--- src/rtl/uc_fsm_stack_pkg.sv ---
`default_nettype none
// +----------------------------------------------------------------------------+
// | Package : uc_pkg                                                           |
// | Purpose : Shared definitions for the uc_fsm_stack control unit: opcode     |
// |           encodings and match patterns, RUN/WAIT state encoding, and the   |
// |           helper that sizes the OUT-port index fields.                     |
// | Ports   : none (package)                                                   |
// | Config  : UC_STACK_GUARD_EN is consumed by ret_stack, not by this package. |
// | Rev     : 1.0  initial release                                             |
// +----------------------------------------------------------------------------+
package uc_pkg;

   // Wildcard patterns, used with casez ('?' = don't care)
   localparam logic [5:0] OP_ALU     = 6'b??0???;
   localparam logic [5:0] OP_LOAD    = 6'b??1000;
   localparam logic [5:0] OP_OUT_IND = 6'b??1111;

   // Exact opcodes
   localparam logic [5:0] OP_JMP     = 6'b001001;
   localparam logic [5:0] OP_JZ      = 6'b001010;
   localparam logic [5:0] OP_JNZ     = 6'b001011;
   localparam logic [5:0] OP_IN      = 6'b001100;
   localparam logic [5:0] OP_OUT_REG = 6'b001101;
   localparam logic [5:0] OP_OUT_IMM = 6'b001110;
   localparam logic [5:0] OP_REL     = 6'b011001;
   localparam logic [5:0] OP_CALL    = 6'b011010;
   localparam logic [5:0] OP_RET     = 6'b011011;
   localparam logic [5:0] OP_PLOAD   = 6'b011100;
   localparam logic [5:0] OP_PSTART  = 6'b011101;
   localparam logic [5:0] OP_PCFG    = 6'b011110;

   typedef enum logic [0:0] {
      ST_RUN  = 1'b0,
      ST_WAIT = 1'b1
   } uc_state_e;

   // Width of an OUT-port index field; never narrower than one bit.
   function automatic int port_w(input int n_ports);
      return (n_ports <= 2) ? 1 : $clog2(n_ports);
   endfunction

endpackage
`default_nettype wire

--- src/rtl/uc_fsm_stack_ret_stack.sv ---
`default_nettype none
// +----------------------------------------------------------------------------+
// | Module  : ret_stack                                                        |
// | Purpose : Return-address stack for CALL/RET. Push writes mem[sp] and bumps |
// |           sp; pop decrements sp; top_o is a combinational read of         |
// |           mem[sp-1]. Contents are not cleared on reset.                    |
// | Ports   : clk, reset (sync, active-high), push_i, pop_i, data_i[PC_W],     |
// |           top_o[PC_W], err_o (sticky fault)                                |
// | Config  : UC_STACK_GUARD_EN - overflow/underflow suppressed and flagged,   |
// |           top_o=0 when empty. Undefined: sp wraps mod STACK_DEPTH, err_o=0.|
// | Rev     : 1.0  initial release                                             |
// +----------------------------------------------------------------------------+
module ret_stack #(
   parameter int  PC_W        = 10,
   parameter int  STACK_DEPTH = 4,
   localparam int SP_W        = $clog2(STACK_DEPTH) + 1,
   localparam int IDX_W       = $clog2(STACK_DEPTH)
)(
   input  logic            clk,
   input  logic            reset,
   input  logic            push_i,
   input  logic            pop_i,
   input  logic [PC_W-1:0] data_i,
   output logic [PC_W-1:0] top_o,
   output logic            err_o
);

   logic [PC_W-1:0]  mem_q [STACK_DEPTH];
   logic [SP_W-1:0]  sp_q, sp_d;
   logic [IDX_W-1:0] wr_idx, top_idx;
   logic             do_push;

   // Depth is a power of two, so the low sp bits address the array directly
   // and the subtraction wraps naturally to the last entry.
   assign wr_idx  = sp_q[IDX_W-1:0];
   assign top_idx = wr_idx - IDX_W'(1);

`ifdef UC_STACK_GUARD_EN
   logic full, empty, err_q, err_d;

   assign full  = (sp_q == SP_W'(STACK_DEPTH));
   assign empty = (sp_q == '0);

   always_comb begin
      sp_d    = sp_q;
      err_d   = err_q;
      do_push = 1'b0;
      if (push_i) begin
         if (full) begin
            err_d = 1'b1;
         end else begin
            do_push = 1'b1;
            sp_d    = sp_q + SP_W'(1);
         end
      end else if (pop_i) begin
         if (empty) begin
            err_d = 1'b1;
         end else begin
            sp_d = sp_q - SP_W'(1);
         end
      end
   end

   always_ff @(posedge clk) begin
      if (reset) begin
         err_q <= 1'b0;
      end else begin
         err_q <= err_d;
      end
   end

   assign err_o = err_q;
   assign top_o = empty ? '0 : mem_q[top_idx];
`else
   // Unguarded: sp stays within 0..STACK_DEPTH-1, overwriting the oldest
   // entry on overflow and returning stale entries on underflow.
   always_comb begin
      sp_d    = sp_q;
      do_push = push_i;
      if (push_i) begin
         sp_d = (sp_q == SP_W'(STACK_DEPTH - 1)) ? '0 : sp_q + SP_W'(1);
      end else if (pop_i) begin
         sp_d = (sp_q == '0) ? SP_W'(STACK_DEPTH - 1) : sp_q - SP_W'(1);
      end
   end

   assign err_o = 1'b0;
   assign top_o = mem_q[top_idx];
`endif

   always_ff @(posedge clk) begin
      if (reset) begin
         sp_q <= '0;
      end else begin
         sp_q <= sp_d;
      end
   end

   always_ff @(posedge clk) begin
      if (do_push) begin
         mem_q[wr_idx] <= data_i;
      end
   end

endmodule
`default_nettype wire

--- src/rtl/uc_fsm_stack.sv ---
`default_nettype none
// +----------------------------------------------------------------------------+
// | Module  : uc_fsm_stack                                                     |
// | Purpose : CPU control unit. Decodes a 6-bit opcode into datapath selects,  |
// |           one-hot output-port enables and peripheral strobes; owns a       |
// |           return-address stack for CALL/RET and a RUN/WAIT FSM that stalls |
// |           the PC while a started peripheral is busy.                       |
// | Ports   : clk, reset (sync, active-high); opcode_i, z_i, port_a_i,         |
// |           port_b_i, pc_plus1_i, per_done_i in; alu_op_o, datapath selects, |
// |           pc_en_o, port_en_o[N_PORTS], per_load/start/cfg_o, ret_addr_o,   |
// |           stack_err_o out.                                                 |
// | Config  : UC_STACK_GUARD_EN enables stack overflow/underflow protection.   |
// | Rev     : 1.0  initial release                                             |
// +----------------------------------------------------------------------------+
module uc_fsm_stack
   import uc_pkg::*;
#(
   parameter int  N_PORTS     = 4,
   parameter int  PC_W        = 10,
   parameter int  STACK_DEPTH = 4,
   localparam int PORT_W      = port_w(N_PORTS)
)(
   input  logic               clk,
   input  logic               reset,
   input  logic [5:0]         opcode_i,
   input  logic               z_i,
   input  logic [PORT_W-1:0]  port_a_i,
   input  logic [PORT_W-1:0]  port_b_i,
   input  logic [PC_W-1:0]    pc_plus1_i,
   input  logic               per_done_i,
   output logic [2:0]         alu_op_o,
   output logic               we3_o,
   output logic               s_inm_o,
   output logic               s_inc_o,
   output logic               s_rel_o,
   output logic               s_ret_o,
   output logic               selentrada_o,
   output logic               selsalida_o,
   output logic               pc_en_o,
   output logic [N_PORTS-1:0] port_en_o,
   output logic               per_load_o,
   output logic               per_start_o,
   output logic               per_cfg_o,
   output logic [PC_W-1:0]    ret_addr_o,
   output logic               stack_err_o
);

   uc_state_e         state_q, state_d;
   logic              port_req;
   logic [PORT_W-1:0] port_idx;
   logic              stk_push, stk_pop;

   assign alu_op_o = opcode_i[2:0];

   // State register
   always_ff @(posedge clk) begin
      if (reset) begin
         state_q <= ST_RUN;
      end else begin
         state_q <= state_d;
      end
   end

   // Next-state logic
   always_comb begin
      state_d = state_q;
      case (state_q)
         ST_RUN:  if (opcode_i == OP_PSTART) state_d = ST_WAIT;
         ST_WAIT: if (per_done_i)            state_d = ST_RUN;
         default: state_d = ST_RUN;
      endcase
   end

   // Output decode
   always_comb begin
      we3_o        = 1'b0;
      s_inm_o      = 1'b0;
      s_inc_o      = 1'b1;
      s_rel_o      = 1'b0;
      s_ret_o      = 1'b0;
      selentrada_o = 1'b0;
      selsalida_o  = 1'b0;
      pc_en_o      = 1'b1;
      per_load_o   = 1'b0;
      per_start_o  = 1'b0;
      per_cfg_o    = 1'b0;
      port_req     = 1'b0;
      port_idx     = port_a_i;
      stk_push     = 1'b0;
      stk_pop      = 1'b0;

      if (reset) begin
         // Hold the PC while reset is asserted; the FSM is forced back to RUN.
         pc_en_o = 1'b0;
      end else if (state_q == ST_WAIT) begin
         // Opcode is ignored; release the PC on the completion cycle only.
         pc_en_o = per_done_i;
      end else begin
         casez (opcode_i)
            OP_ALU:     we3_o = 1'b1;
            OP_LOAD:    begin we3_o = 1'b1; s_inm_o = 1'b1; end
            OP_JMP:     s_inc_o = 1'b0;
            OP_JZ:      s_inc_o = ~z_i;
            OP_JNZ:     s_inc_o = z_i;
            OP_IN:      begin we3_o = 1'b1; selentrada_o = 1'b1; end
            OP_OUT_REG: begin selsalida_o = 1'b1; port_req = 1'b1; end
            OP_OUT_IMM: port_req = 1'b1;
            OP_OUT_IND: begin
               selsalida_o = 1'b1;
               port_req    = 1'b1;
               port_idx    = port_b_i;
            end
            OP_REL:     s_rel_o = 1'b1;
            OP_CALL:    begin s_inc_o = 1'b0; stk_push = 1'b1; end
            OP_RET:     begin s_inc_o = 1'b0; s_ret_o = 1'b1; stk_pop = 1'b1; end
            OP_PLOAD:   per_load_o = 1'b1;
            OP_PCFG:    per_cfg_o = 1'b1;
            OP_PSTART:  begin per_start_o = 1'b1; pc_en_o = 1'b0; end
            default:    ;
         endcase
      end
   end

   // One-hot port enable; an index beyond the port count selects nothing.
   always_comb begin
      port_en_o = '0;
      if (port_req && (int'(port_idx) < N_PORTS)) begin
         port_en_o[port_idx] = 1'b1;
      end
   end

   ret_stack #(
      .PC_W        (PC_W),
      .STACK_DEPTH (STACK_DEPTH)
   ) u_ret_stack (
      .clk    (clk),
      .reset  (reset),
      .push_i (stk_push),
      .pop_i  (stk_pop),
      .data_i (pc_plus1_i),
      .top_o  (ret_addr_o),
      .err_o  (stack_err_o)
   );

endmodule
`default_nettype wire
--- config.mk ---
export PLATFORM = sky130hd
export DESIGN_NAME = uc_fsm_stack
export DESIGN_NICKNAME = d
export VERILOG_FILES = /design/src/rtl/uc_fsm_stack_pkg.sv /design/src/rtl/uc_fsm_stack_ret_stack.sv /design/src/rtl/uc_fsm_stack.sv
export SDC_FILE = /design/constraint.sdc
export NUM_CORES = 1
export LEC_CHECK = 0
export ABC_AREA = 1
export CORE_ASPECT_RATIO = 0.9
export CORE_UTILIZATION = 40
export DETAILED_ROUTE_END_ITERATION = 8
export DONT_BUFFER_PORTS = 1
export PLACE_DENSITY_LB_ADDON = 0.2
export SYNTH_ARGS = -nofsm -noshare
export SYNTH_HDL_FRONTEND = slang
export SYNTH_SLANG_ARGS = --single-unit
--- constraint.sdc ---
create_clock -name clk -period 2.35 [get_ports clk]
set_clock_uncertainty 0.2 [all_clocks]
set_input_delay 0.1175 -clock clk [delete_from_list [all_inputs] [get_ports clk]]
set_output_delay 0.1175 -clock clk [all_outputs]
set_load 0.01 [all_outputs]
==> metrics.cfg, run 1 <==
[yosys]
yosys.cell_types.count = 28
synth_top_cell_area_share_pct = 55.0
synth_top_area_cell = edfxtp_1
synthCells = 219
ys_ff_latch = 44
synth_area_um2 = 2180
ys_seq_area_share_pct = 58.7
yosysMostFrequentCell = edfxtp_1
synthTopCellsByCount = edfxtp_1, nor2_1, nand2_1
synthFlopType = edfxtp_1
synth_edf_count = 40
synth_nets = 249
synthArstFlopShare_pct = 0
syn_area_per_cell_um2 = 9.96
synth.area.top_cells = edfxtp_1, nor2_1, o21ai_0, nand2_1, inv_1
ys_warn_count = 0

[worst_setup_path]
worstPathMaxFanout = 10
crit_arrival_ps = 1720
path_common_cell = inv_1
cp_top_family = buffers and inverters
cp_slowest_cell = dfxtp_1
critPathBufInv = 3
crit_chain = inv_1, ha_1, inv_1, o21ai_0, o22ai_1, buf_4
end_kind = output port
worst_setup_path_start_kind = flop
slowest_delay_ps = 360
cp_data_required_time_ps = 2030
crit_type = reg -> out

[cells_and_area]
antennaDiodeCount = 0
area_growth_syn_to_layout_pct = 17.8
stdcell_count = 314
multi_input_area_um2 = 744
fin_util_pct = 48.9
fin_area_um2 = 2570
final_nets = 276
fillers = 491
seq_area_um2 = 1280
drive_gt1_share_pct = 17.4

[placement]
dp_hpwl_mm = 2.97
dpl_cell_area_um2 = 2340
gp_congestion = 0.828
place_inst = 294
port_buffers = 0

[global_routing]
grt_max_degree = 24
antenna_found_initial = 0
grt_overflow = 0
grt_pass1_vias = 1406
grtUsageTotal_pct = 15.9
grt_pass1_wl_mm = 6.87

[floorplan]
dieArea_um2 = 5760
fp.dieW_um = 79.9
start_util_pct = 41.5
die_h_um = 72.1
rows = 25
core-area_um2 = 5260
num_io_pins = 53

[clock_network]
htreeDepth = 2
cts.sinks = 44
cts_setup_buffers = 0
cts.clk_slew.worst_paths_ps = 80
numCtsBuffers = 5
clk_latency_ps = 280
cts_tree = done
cts_max_path_buffers = 2
cts_root_buffer = clkbuf_8

[power_and_ir_drop]
p_leak_nw = 1.06
ir_drop_mv = 0.591
power.density_nw_per_um2 = 582
sequentialPowerShare_pct = 57.0
power_frac_clock_pct = 36.4
combPwrFrac_pct = 6.5
swShare_pct = 19.8
p_int_mw = 1.20
p_switching_mw = 0.296

[routing]
routed_wl_mm = 4.17
drc = 0
antenna_left = 0
first_pass_iters = 4
vias_per_cell = 4.86
drtIter0Drc = 61
dr_total_vias = 1525
wl_per_cell_um = 13.3

[sta]
rsz0062_at_grt = false
whs_ps = 15.9
tightest_slew_ps = 509
slew_viol_final = 0
period_minus_slack_ps = 2040
hold_viol = 0
finalCritPeriodShare_pct = 86.8
fmax_mhz = 490
slew_headroom_pct = 66.1
tns_ps = 0
setup_viol_count_final = 0

[run]
drv_cap = 0

[run_status]
status = finished clean

[hold_path]
hold_class = in -> reg

==> cell usage in the layout (no fill, tap or decap), types with 2 or more instances in the layout <==
cell type,count
nor2_4,3
dlygate4sd3_1,12
clkbuf_8,5
o21ai_0,21
buf_4,17
dfxtp_1,4
a21oi_1,3
nor2_1,39
ha_1,6
nand2_2,7
clkinv_1,3
nand2_4,3
inv_1,24
edfxtp_1,40
o22ai_1,10
nor3_1,4
nand3_1,8
inv_2,2
nand2_1,26
==> final timing paths <==
| kind | start | end | slack, ps | depth (start not counted) |
|---|---|---|---|---|
| worst max register to register | u_ret_stack.sp_q[0] | u_ret_stack.mem_q[3][0] | 480 | 4 |
| worst min-delay path | opcode_i[1] | u_ret_stack.sp_q[0] | 20 | 6 |
| worst min register to register | u_ret_stack.sp_q[2] | u_ret_stack.sp_q[2] | 420 | 4 |
| worst max-delay path | u_ret_stack.sp_q[1] | ret_addr_o[5] | 310 | 6 |
==> per-stage QoR <==
step,setup WS [ps],power (mW)
global placement,480,0.947
finish,309,1.50
global route,144,1.55
CTS,295,1.51
detailed placement,469,0.947
floorplan,440,0.936
==> final cells by class <==
type | count | area share (%)
tap | 67 | 3.26
timing repair buffer | 29 | 9.64
clock buffer | 5 | 2.68
clock inverter | 3 | 1.46
inverter | 28 | 4.14
sequential | 44 | 49.9
multi-input combinational | 138 | 29.0
==> registers in the layout, indices dropped and copies added (netlist names) <==
| name | cells |
|---|---|
| u_ret_stack.mem_q | 40 |
| u_ret_stack.sp_q | 3 |
| state_q | 1 |
==> logic make-up (layout without fill, tap and decap cells) <==
logic type,after synthesis,after routing,synth area share [%]
AO/OA/AOI/OAI,37,37,9.52
adder cells (fa/ha/maj),6,6,3.44
buffers and inverters,37,65,7.17
flip-flops,44,44,58.7
other,1,1,0.172
AND/OR/NAND/NOR,94,94,21.0
==> worst min-delay path, stage by stage <==
cell     delay (ps)
inv_1            50
nor2_1           50
nand2_2          90
a21oi_1          70
nand2_1          60
inv_1            30
==> metal layers <==
layer	up-vias	routed length (µm)	global-route usage [%]	share of wire [%]
met4	0	15	3.57	0.36
met1	711	2010	21.8	48
li1	786	-	-	-
met3	2	163	4.15	3.9
met5	-	0	0	0
met2	26	1980	25.5	47
==> power groups by stage <==
stage,sequential [mW],clock (mW),combinational [mW]
2_1_floorplan,0.872,0,0.0642
3_3_place_gp,0.872,0,0.0754
3_5_place_dp,0.872,0,0.0758
4_1_cts,0.853,0.557,0.0983
5_1_grt,0.853,0.586,0.110
6_report,0.853,0.545,0.0979
==> what timing repair did <==
item	in CTS	in global routing
endpoints found under the hold margin	44	0
gates resized for setup	0	0
hold buffers	12	0
No activity file was read; power rests on OpenSTA's default activity.
==> run 2, diff against run 1 <==
PLACE_DENSITY_LB_ADDON = unset   (was 0.2)
clock period = 2.4 ns   (was 2.35 ns; I/O delays follow)
==> metrics.cfg, run 2 (synthesis results as in run 1) <==
[routing]
dr_total_vias = 1516  ; was 1,525
vias_per_cell = 4.84  ; was 4.86
wl_per_cell_um = 13.2  ; was 13.3 µm
highest_layer = met4  ; unchanged
drtIter0Drc = 108  ; was 61
wl_met2_mm = 1.89  ; was 1.98 mm
drc = 0  ; unchanged
antenna_left = 0  ; unchanged
routed_wl_mm = 4.14  ; was 4.17 mm
first_pass_iters = 4  ; unchanged
wl_met1_mm = 1.99  ; was 2.01 mm
met3_length_um = 192  ; was 163 µm

[run_status]
status = finished clean  ; unchanged

[clock_network]
cts_root_buffer = clkbuf_8  ; unchanged
clk_latency_ps = 290  ; was 280 ps
ctsResizeCount = 0  ; unchanged
cts_tree = done  ; unchanged
cts_max_path_buffers = 2  ; unchanged
numCtsBuffers = 5  ; unchanged
htreeDepth = 2  ; unchanged
cts.sinks = 44  ; unchanged
cts_setup_buffers = 0  ; unchanged
cts.clk_slew.worst_paths_ps = 70  ; was 80 ps

[floorplan]
num_io_pins = 53  ; unchanged
core-area_um2 = 5260  ; unchanged
fp.dieW_um = 79.9  ; unchanged
dieArea_um2 = 5760  ; unchanged
die_h_um = 72.1  ; unchanged
rows = 25  ; unchanged
start_util_pct = 41.5  ; unchanged

[cells_and_area]
layout_common_cells = edfxtp_1, nor2_1, nand2_1, inv_1, o21ai_0  ; unchanged
largest_reg_flops = 40  ; unchanged
antennaDiodeCount = 0  ; unchanged
area_growth_syn_to_layout_pct = 16.2  ; was 17.8%
largestRegisters = u_ret_stack.mem_q x40, u_ret_stack.sp_q x3, state_q x1  ; unchanged
final_common_cell = edfxtp_1  ; unchanged
drive_gt1_share_pct = 16.7  ; was 17.4%
stdcell_count = 313  ; was 314
largest-register = u_ret_stack.mem_q  ; unchanged
fin_util_pct = 48.3  ; was 48.9%
final_nets = 275  ; was 276

[global_routing]
grt_pass1_vias = 1416  ; was 1,406
grt_overflow = 0  ; unchanged
grt_pass1_wl_mm = 6.69  ; was 6.87 mm
grt_max_degree = 24  ; unchanged
antenna_found_initial = 0  ; unchanged
grtUsageTotal_pct = 15.4  ; was 15.9%

[worst_setup_path]
slowest_delay_ps = 390  ; was 360 ps
crit_type = reg -> out  ; unchanged
critPathBufInv = 3  ; unchanged
worst_setup_path_start_kind = flop  ; unchanged
crit_arrival_ps = 1850  ; was 1720 ps
worstPathMaxFanout = 10  ; unchanged
cp_top_family = buffers and inverters  ; unchanged
cp_slowest_cell = ha_1  ; was dfxtp_1
path_common_cell = inv_1  ; unchanged
crit_chain = inv_1, ha_1, inv_1, o21ai_0, o22ai_1, buf_4  ; unchanged
end_kind = output port  ; unchanged
cp_data_required_time_ps = 2080  ; was 2030 ps

[sta]
slew_viol_final = 0  ; unchanged
fmax_mhz = 460
setup_viol_count_final = 0  ; unchanged
hold_viol = 0  ; unchanged
finalCritPeriodShare_pct = 90.6
period_minus_slack_ps = 2170
rsz0062_at_grt = false  ; unchanged
tns_ps = 0  ; unchanged

[power_and_ir_drop]
power.density_nw_per_um2 = 535  ; was 582 nW/µm²
p_switching_mw = 0.283  ; was 0.296 mW
p_int_mw = 1.07  ; was 1.20 mW
power_frac_clock_pct = 31.4  ; was 36.4%
combPwrFrac_pct = 7.1  ; was 6.5%
ir_drop_mv = 0.408  ; was 0.591 mV
swShare_pct = 20.9  ; was 19.8%
sequentialPowerShare_pct = 61.5  ; was 57.0%
p_leak_nw = 1.04  ; was 1.06 nW

[placement]
place_inst = 293  ; was 294
dp_hpwl_mm = 2.85  ; was 2.97 mm
port_buffers = 0  ; unchanged
gp_congestion = 0.773  ; was 0.828

[hold_path]
hold_class = in -> reg  ; unchanged

[run]
drv_cap = 0  ; unchanged

==> run 2: cell count changes in the layout (fill, tap and decap cells not counted) <==
cell and delta:
bufinv_16 -1, buf_4 -1, clkinv_1 -1, clkbuf_1 +2
==> run 2: area by class of cell <==
type	instances	area, µm²
sequential	44	1280
inverter	28	106
multi-input combinational	138	744
tap	67	83.8
clock inverter	1	3.75
fill	481	2720
clock buffer	7	76.3
timing repair buffer	28	240
==> run 2: final timing paths <==
check / from / endpoint / slack, ps / cells after the start
worst max-delay path: u_ret_stack.sp_q[1] / ret_addr_o[1] / 230 / 6
worst min-delay path: opcode_i[1] / u_ret_stack.sp_q[0] / 30 / 6
worst min register to register: u_ret_stack.sp_q[2] / u_ret_stack.sp_q[2] / 410 / 4
worst max register to register: u_ret_stack.sp_q[0] / u_ret_stack.mem_q[3][8] / 540 / 4
==> run 2: tightest hold or removal path: stages <==
cell	delay, ps
inv_1	60
nor2_1	50
nand2_2	90
a21oi_1	60
nand2_1	60
inv_1	30
==> run 2: through the flow <==
step                cell area (µm²)  total power, mW  hold WS, ps  worst slack, ps
global placement               2340            0.927        -4.46              500
finish                         2540             1.36         26.6              225
floorplan                      2180            0.916        -7.62              490
CTS                            2540             1.37         15.1              241
global route                   2540             1.41         40.4             53.1
detailed placement             2340            0.928        -4.57              480
==> run 2: power by group through the flow <==
stage               Clock, mW  Combinational [mW]  Sequential (mW)
finish                  0.426              0.0960            0.836
global route            0.465               0.107            0.835
CTS                     0.440              0.0964            0.835
detailed placement          0              0.0742            0.853
global placement            0              0.0739            0.853
floorplan                   0              0.0629            0.853
==> run 2: layer usage <==
metal / vias to the layer above / GRT usage [%]
met2: 41 / 23.7
met3: 7 / 3.52
met4: 0 / 5.16
met1: 690 / 21.6
met5: - / 0
li1: 778 / -
==> run 2: timing repair <==
| item | 4_1_cts | 5_1_grt |
|---|---|---|
| hold endpoints to repair | 44 | 0 |
| hold buffers | 12 | 0 |
| endpoints found under the setup margin | 0 | 0 |
